<file path="src/rtl/snake_screen_sequencer.sv">
// snake_screen_sequencer: frame-synchronous VGA screen selector with blinking, timed win/lose screens
//   CLK, RSTn (async, active-low); Frame_Tick, Ready_Sig, Start_Key, Win_Sig, Lose_Sig in;
//   Start/Game/Win/Lose_RGB[2:0] in; Start/Game/Win/Lose_En, Game_Rst, State[1:0],
//   Red_Sig/Green_Sig/Blue_Sig out.
module snake_screen_sequencer #(
  parameter int HOLD_FRAMES  = 180,
  parameter int BLINK_FRAMES = 30
) (
  input  logic       CLK,
  input  logic       RSTn,
  input  logic       Frame_Tick,
  input  logic       Ready_Sig,
  input  logic       Start_Key,
  input  logic       Win_Sig,
  input  logic       Lose_Sig,
  input  logic [2:0] Start_RGB,
  input  logic [2:0] Game_RGB,
  input  logic [2:0] Win_RGB,
  input  logic [2:0] Lose_RGB,
  output logic       Start_En,
  output logic       Game_En,
  output logic       Win_En,
  output logic       Lose_En,
  output logic       Game_Rst,
  output logic [1:0] State,
  output logic       Red_Sig,
  output logic       Green_Sig,
  output logic       Blue_Sig
);
  typedef enum logic [1:0] {START, PLAY, WIN, LOSE} state_t;
  state_t state, nxt;
  logic key_d, pend_go, pend_win, pend_lose, pend_skip, blank, play_d, game_rst;
  logic [7:0] frame_cnt, blink_cnt;
  logic rise, end_screen, blink_end;
  logic [2:0] src;
  assign rise       = Start_Key & ~key_d;
  assign end_screen = state[1];
  assign blink_end  = blink_cnt == 8'(BLINK_FRAMES - 1);
  // Transitions only on frame boundaries; WIN outranks LOSE when both are pending.
  always_comb begin
    nxt = state;
    if (Frame_Tick)
      case (state)
        START:   nxt = pend_go ? PLAY : START;
        PLAY:    nxt = pend_win ? WIN : pend_lose ? LOSE : PLAY;
        default: nxt = (pend_skip || frame_cnt == 8'(HOLD_FRAMES - 1)) ? START : state;
      endcase
  end
  always_ff @(posedge CLK or negedge RSTn)
    if (!RSTn) begin
      state     <= START;
      key_d     <= 1'b0;
      pend_go   <= 1'b0;
      pend_win  <= 1'b0;
      pend_lose <= 1'b0;
      pend_skip <= 1'b0;
      frame_cnt <= 8'd0;
      blink_cnt <= 8'd0;
      blank     <= 1'b0;
      play_d    <= 1'b0;
      game_rst  <= 1'b0;
    end else begin
      key_d    <= Start_Key;
      play_d   <= state == PLAY;
      game_rst <= state == PLAY && !play_d;
      state    <= nxt;
      if (nxt != state) begin
        pend_go   <= 1'b0;
        pend_win  <= 1'b0;
        pend_lose <= 1'b0;
        pend_skip <= 1'b0;
        frame_cnt <= 8'd0;
        blink_cnt <= 8'd0;
        blank     <= 1'b0;
      end else begin
        pend_go   <= pend_go   | (state == START & rise);
        pend_win  <= pend_win  | (state == PLAY & Win_Sig);
        pend_lose <= pend_lose | (state == PLAY & Lose_Sig);
        pend_skip <= pend_skip | (end_screen & rise);
        if (Frame_Tick && end_screen) begin
          frame_cnt <= frame_cnt == 8'hFF ? frame_cnt : frame_cnt + 8'd1;
          blink_cnt <= blink_end ? 8'd0 : blink_cnt + 8'd1;
          blank     <= blank ^ blink_end;
        end
      end
    end
  assign State    = state;
  assign Start_En = state == START;
  assign Game_En  = state == PLAY;
  assign Win_En   = state == WIN;
  assign Lose_En  = state == LOSE;
  assign Game_Rst = game_rst;
  assign src = state == START ? Start_RGB : state == PLAY ? Game_RGB : state == WIN ? Win_RGB : Lose_RGB;
  assign {Red_Sig, Green_Sig, Blue_Sig} = (Ready_Sig & ~blank) ? src : 3'b000;
endmodule

</file>
<file path="config.mk">
export PLATFORM = sky130hd
export DESIGN_NAME = snake_screen_sequencer
export DESIGN_NICKNAME = d
export VERILOG_FILES = /design/src/rtl/snake_screen_sequencer.sv
export SDC_FILE = /design/constraint.sdc
export NUM_CORES = 1
export LEC_CHECK = 0
export ABC_AREA = 1
export CAP_MARGIN = 20
export CORE_MARGIN = 4
export CORE_UTILIZATION = 45
export DETAILED_ROUTE_END_ITERATION = 6
export PLACE_DENSITY = 0.7
export SLEW_MARGIN = 15
export SYNTH_ARGS = -nofsm -noshare
export SYNTH_HDL_FRONTEND = slang
export SYNTH_SLANG_ARGS = --single-unit
</file>
<file path="constraint.sdc">
create_clock -name CLK -period 1.6 [get_ports CLK]
set_clock_uncertainty 0.05 [all_clocks]
set_input_delay 0.48 -clock CLK [delete_from_list [all_inputs] [get_ports CLK]]
set_output_delay 0.48 -clock CLK [all_outputs]
set_load 0.02 [all_outputs]
</file>
Word-level counts from Yosys, hierarchy flattened
Index checks and enable logic that the tools add are counted.

cells by class
  shift operators = 0
  div/mod/pow operators = 0
  equality and inequality tests = 8
  reductions and logical operators = 7
  bitwise gates (word level) = 13
  multiply operators = 0
  magnitude comparators = 0
  muxes and demuxes = 22
  add/sub/neg operators = 2

operator list
  kind                   number
  $mux W8                6
  $add A8 B1 Y8 const B  2
  $eq A8 B8 Y1 const B   2
  $mux W3                4
  $eq A8 B5 Y1 const B   1
  $mux W2                4
  $mux W1                7
  $and A1 B1 Y1          6
  $eq A2 B2 Y1 const B   2
  $or A1 B1 Y1           4
  $pmux W2 S2            1
  $eq A2 B1 Y1 const B   1
  $logic_and A1 B1 Y1    2
  $logic_not A2 Y1       1
  $ne A2 B2 Y1           1
  $ne A2 B2 Y1 const B   1
  $not A1 Y1             2
  $reduce_and A2 Y1      1
  $reduce_bool A2 Y1     1
  $logic_not A1 Y1       1
  $logic_or A1 B1 Y1     1
  $xor A1 B1 Y1          1

word-level totals
  input bits = 19
  memories = 0
  bits in latches = 0
  bits in read-only memories = 0
  register bits after elaboration = 26
  memory bits (writable) = 0

Depth between registers and ports, before layout
  depth in word-level cells = 8
  gate-level depth with buffers = 8
  mapped depth without buffers = 8

Worst setup path after synthesis
OpenSTA, ideal clock, no wires.

  path type = reg-to-output
  start point = register state[1], in the netlist State[1]
  end point = output port Green_Sig
  cell stages (with the launch flop) = 6
  path slack = -0.431 ns
  path buffers = 1
  arrival = 1.501 ns
  cell sequence = dfrtp_1 -> buf_4 -> nand2_1 -> inv_1 -> nand2_1 -> a41oi_1

between the ends
  longest elaborated chain between the ends = 5
  elaborated cells on any way between the ends = 7
  those cells by class = eq/ne: 2; mux: 4; reduce/logical: 1

RTL lines
  item                    line  text
  from (decl)             31    state_t state, nxt;
  from (signal assigned)  66    state <= nxt;
  $eq A2 B2 Y1            93    assign src = state == START ? Start_RGB : state == PLAY ? Game_RGB : state == WIN ? Win_RGB : Lose_RGB;
  $mux W3 (2 in series)   93
  $mux W3 (*)             93
  $mux W3 (*)             94    assign {Red_Sig, Green_Sig, Blue_Sig} = (Ready_Sig & ~blank) ? src : 3'b000;
  to (decl)               27    output logic Green_Sig,

Mark *: on every way between the ends. The rest lies on a longest branch, timed or not.

Worst setup path in the final report
  start point = register state[0], in the netlist State[0]
  end point = output port Green_Sig

Same word-level chain as after synthesis.

==> results.sh <==
export IMPL_status="complete, but fails checks"
export IMPL_violations="negative setup slack"
export IMPL_cp_arrival_ns=1.44
export IMPL_ff_latch_area_um2=653
export IMPL_netlist_area_mm2=0.00155
export IMPL_antennaDiodeCount=0
export IMPL_rsz0062_at_grt="true"
export IMPL_cts_root_buf="clkbuf_4"
export IMPL_cts_tree="built"
export IMPL_p_int_mw=1.75
export IMPL_syn_avg_cell_area_um2=7.52
export IMPL_drc=0
export IMPL_r2r_start="State[1]"
export IMPL_yosys_most_used_dff="dfrtp_1"
export IMPL_ir_drop_mv=0.667
export IMPL_combPwrFrac_pct=59.3
export IMPL_hold_viol_final=0
export IMPL_power_mw=3.06
export IMPL_p_seq_share_pct=31.0
export IMPL_yosysSeqAreaShare_pct=42.0
export IMPL_fin_crit_ns=1.97
export IMPL_grt_busiest_layer="met2"
export IMPL_synth_compound_area_share_pct=10.9
export IMPL_synth_top_area_cell="dfrtp_1"
export IMPL_synth_top_cell_area_share_pct=42.0
export IMPL_use_met2_pct=32.1
export IMPL_cp_slowest_cell="dfrtp_2"
export IMPL_syn_nets=228
export IMPL_cts_sinks=26
export IMPL_slew_headroom_pct=82.4
export IMPL_overflow=0
export IMPL_start_util_pct=46.4
export IMPL_required_ns=1.07
export IMPL_wl_per_cell_um=12.0
export IMPL_grt_max_degree=27
export IMPL_whs_endpoint="Game_Rst"
export IMPL_synthMuxAreaShare_pct=0
export IMPL_worstPathCellList="inv_2 > nand2_1 > inv_2 > nand2_2 > a41oi_4 > buf_6"
export IMPL_ys_warn_count=0
export IMPL_fillers=301
export IMPL_clock_path_buffers=2
export IMPL_cts_inserted_buffers=3
export IMPL_fin_ws_ns=-0.375
export IMPL_synth_simple_area_share_pct=32.8
export IMPL_fp_dieW_um=66.7
export IMPL_max_cap_violations=0
export IMPL_track_usage_pct=18.1
export IMPL_grt_pass1_vias=1423
export IMPL_p_clk_share_pct=9.6
export IMPL_syn_inst=206
export IMPL_core_area_mm2=0.00334
export IMPL_drt_iter0_drc=60
export IMPL_synth_fa_ha_area_share_pct=2.42
export IMPL_cp_start_kind="flop"
export IMPL_vias_per_cell=4.75
export IMPL_r2r_end="frame_cnt[2]"
export IMPL_cp_max_fo=4
export IMPL_layout_commonest_cell="nand2_1"
export IMPL_area_growth_pct=39.2
export IMPL_htree_levels=1
export IMPL_slowest_delay_ns=0.46
export IMPL_first_pass_iters=4
export IMPL_synth_edf_count=0
export IMPL_dp_hpwl_um=2740
export IMPL_drv_slew=0
export IMPL_ant_nets=0
export IMPL_cts_clk_slew_worst_paths_ns=0.14
export IMPL_rrSetupSlack_ns=0.07
export IMPL_final_cell_mix="nand2_1, dfrtp_1, inv_1"
export IMPL_netlist_cell_type_count=28
export IMPL_die_h_um=66.7
export IMPL_drive_gt1_share_pct=27.7
export IMPL_ff2ff_path_depth=8
export IMPL_min_period_over_period_pct=123
export IMPL_worst_slew_pin_slew_ns=0.262
export IMPL_multi_input_area_um2=843
export IMPL_synth_top_family_by_area="simple AND/OR/NAND/NOR gates"
export IMPL_holdCritStartpoint="play_d"
export IMPL_fin_nets=279
export IMPL_rows=21
export IMPL_routabilityCongestion=0.816
export IMPL_pin_count=29
export IMPL_powerDensity_mw_per_mm2=1420
export IMPL_dieArea_mm2=0.00444
export IMPL_preCtsSetupSlack_ns=-0.851
export IMPL_fmax_mhz=506
export IMPL_min_path_type="flop to flop"
export IMPL_antenna_found_initial=0
export IMPL_grt_pass1_wl_um=6200
export IMPL_grt_use_met1_pct=21.5
export IMPL_clk_latency_ns=0.32
export IMPL_vias=1433
export IMPL_crit_type="flop to output port"
export IMPL_setup_viol_count_final=8
export IMPL_cp_end_kind="output port"
export IMPL_cellLeakagePower_nw=1.00
export IMPL_synthXorXnorAreaFrac_pct=2.83
export IMPL_hold_buffers=0
export IMPL_synthTopCellsByArea="dfrtp_1, nand2_1, inv_1"
export IMPL_sw_frac_of_total_pct=42.8
export IMPL_holdPathStages=1
export IMPL_ys_ff_latch=26
export IMPL_crit_top_cell="inv_2"
export IMPL_use_met3_pct=5.73
export IMPL_async_flop_share_pct=100
export IMPL_portBuffers=28
export IMPL_p_sw_mw=1.31
export IMPL_drt_total_wl_um=3630
## worst max path at each step
| stage | to | slack (ns) | start |
|---|---|---|---|
| 4_1_cts | Blue_Sig | -0.37 | State[0] |
| 3_3_place_gp | Blue_Sig | -0.82 | Ready_Sig |
| 5_1_grt | Red_Sig | -0.45 | State[0] |
| 6_report | Green_Sig | -0.37 | State[0] |
| 2_1_floorplan | Green_Sig | -0.12 | State[0] |
| 3_5_place_dp | Blue_Sig | -0.85 | Ready_Sig |
## flip-flops by register name (all words and copies together), names as in the netlist
register / flops
blank: 1
frame_cnt: 8
pend_win: 1
pend_go: 1
key_d: 1
play_d: 1
pend_lose: 1
pend_skip: 1
State: 2
Game_Rst: 1
blink_cnt: 8
## through the flow
step	area (um^2)	cells	setup TNS, ns	utilization, %	hold slack (ns)
after CTS	2090	300	-2.15	62.6	0.352
after floorplan	1580	206	-0.288	-	0.134
after global routing	2160	302	-2.29	64.6	0.372
after global placement	2050	294	-8.90	61.3	0.328
after detailed placement	2050	294	-9.25	61.3	0.333
final	2160	302	-1.79	64.6	0.352
## power by group through the flow
| stage | sequential (mW) | clock [mW] | combinational (mW) |
|---|---|---|---|
| after floorplan | 0.986 | 0 | 0.946 |
| after global placement | 0.956 | 0 | 1.65 |
| after detailed placement | 0.960 | 0 | 1.68 |
| after CTS | 0.945 | 0.300 | 1.70 |
| after global routing | 0.967 | 0.321 | 2.01 |
| final | 0.949 | 0.293 | 1.81 |
## cell families (layout without fill, tap and decap cells)
family,after synthesis,count (layout)
simple gates,111,111
compound gates,27,27
flops,26,26
fa+ha+maj,3,3
xor+xnor,5,5
buf+inv,34,84
## critical path, delay by kind of cell, from the launching register on
kind / cells / cell delay, ns
AO/OA/AOI/OAI: 1 / 0.17
buffers and inverters: 3 / 0.34
flip-flops: 1 / 0.46
AND/OR/NAND/NOR: 2 / 0.15
## what timing repair did
action,CTS,global route
resized for setup,42,26
hold endpoints to repair,0,0
setup endpoints to repair,10,24
pin swaps,0,1
buffers inserted,2,2
## cell type report
type	count	area share, %
multi-input combinational	146	39.1
tap	46	2.67
inverter	31	5.51
timing repair buffer	49	21.2
clock buffer	4	1.22
sequential	26	30.3
## synthesized netlist by cell type, types with 2 or more instances
cell type / instances
nand2_1: 57
inv_1: 28
dfrtp_1: 26
nor2_1: 22
nand3_1: 17
a21oi_1: 9
a21oi_2: 6
o21ai_0: 6
xor2_1: 5
nand3_2: 4
ha_1: 3
inv_2: 3
nand2_4: 2
nand4_1: 2
nor2_4: 2
nor3_1: 2
## per-layer routing
| layer | vias up | part of all wire, % |
|---|---|---|
| li1 | 755 | - |
| met1 | 643 | 44 |
| met2 | 33 | 49 |
| met3 | 2 | 6.3 |
| met4 | 0 | 0.58 |
| met5 | - | 0 |
No activity file was read; power rests on OpenSTA's default activity.
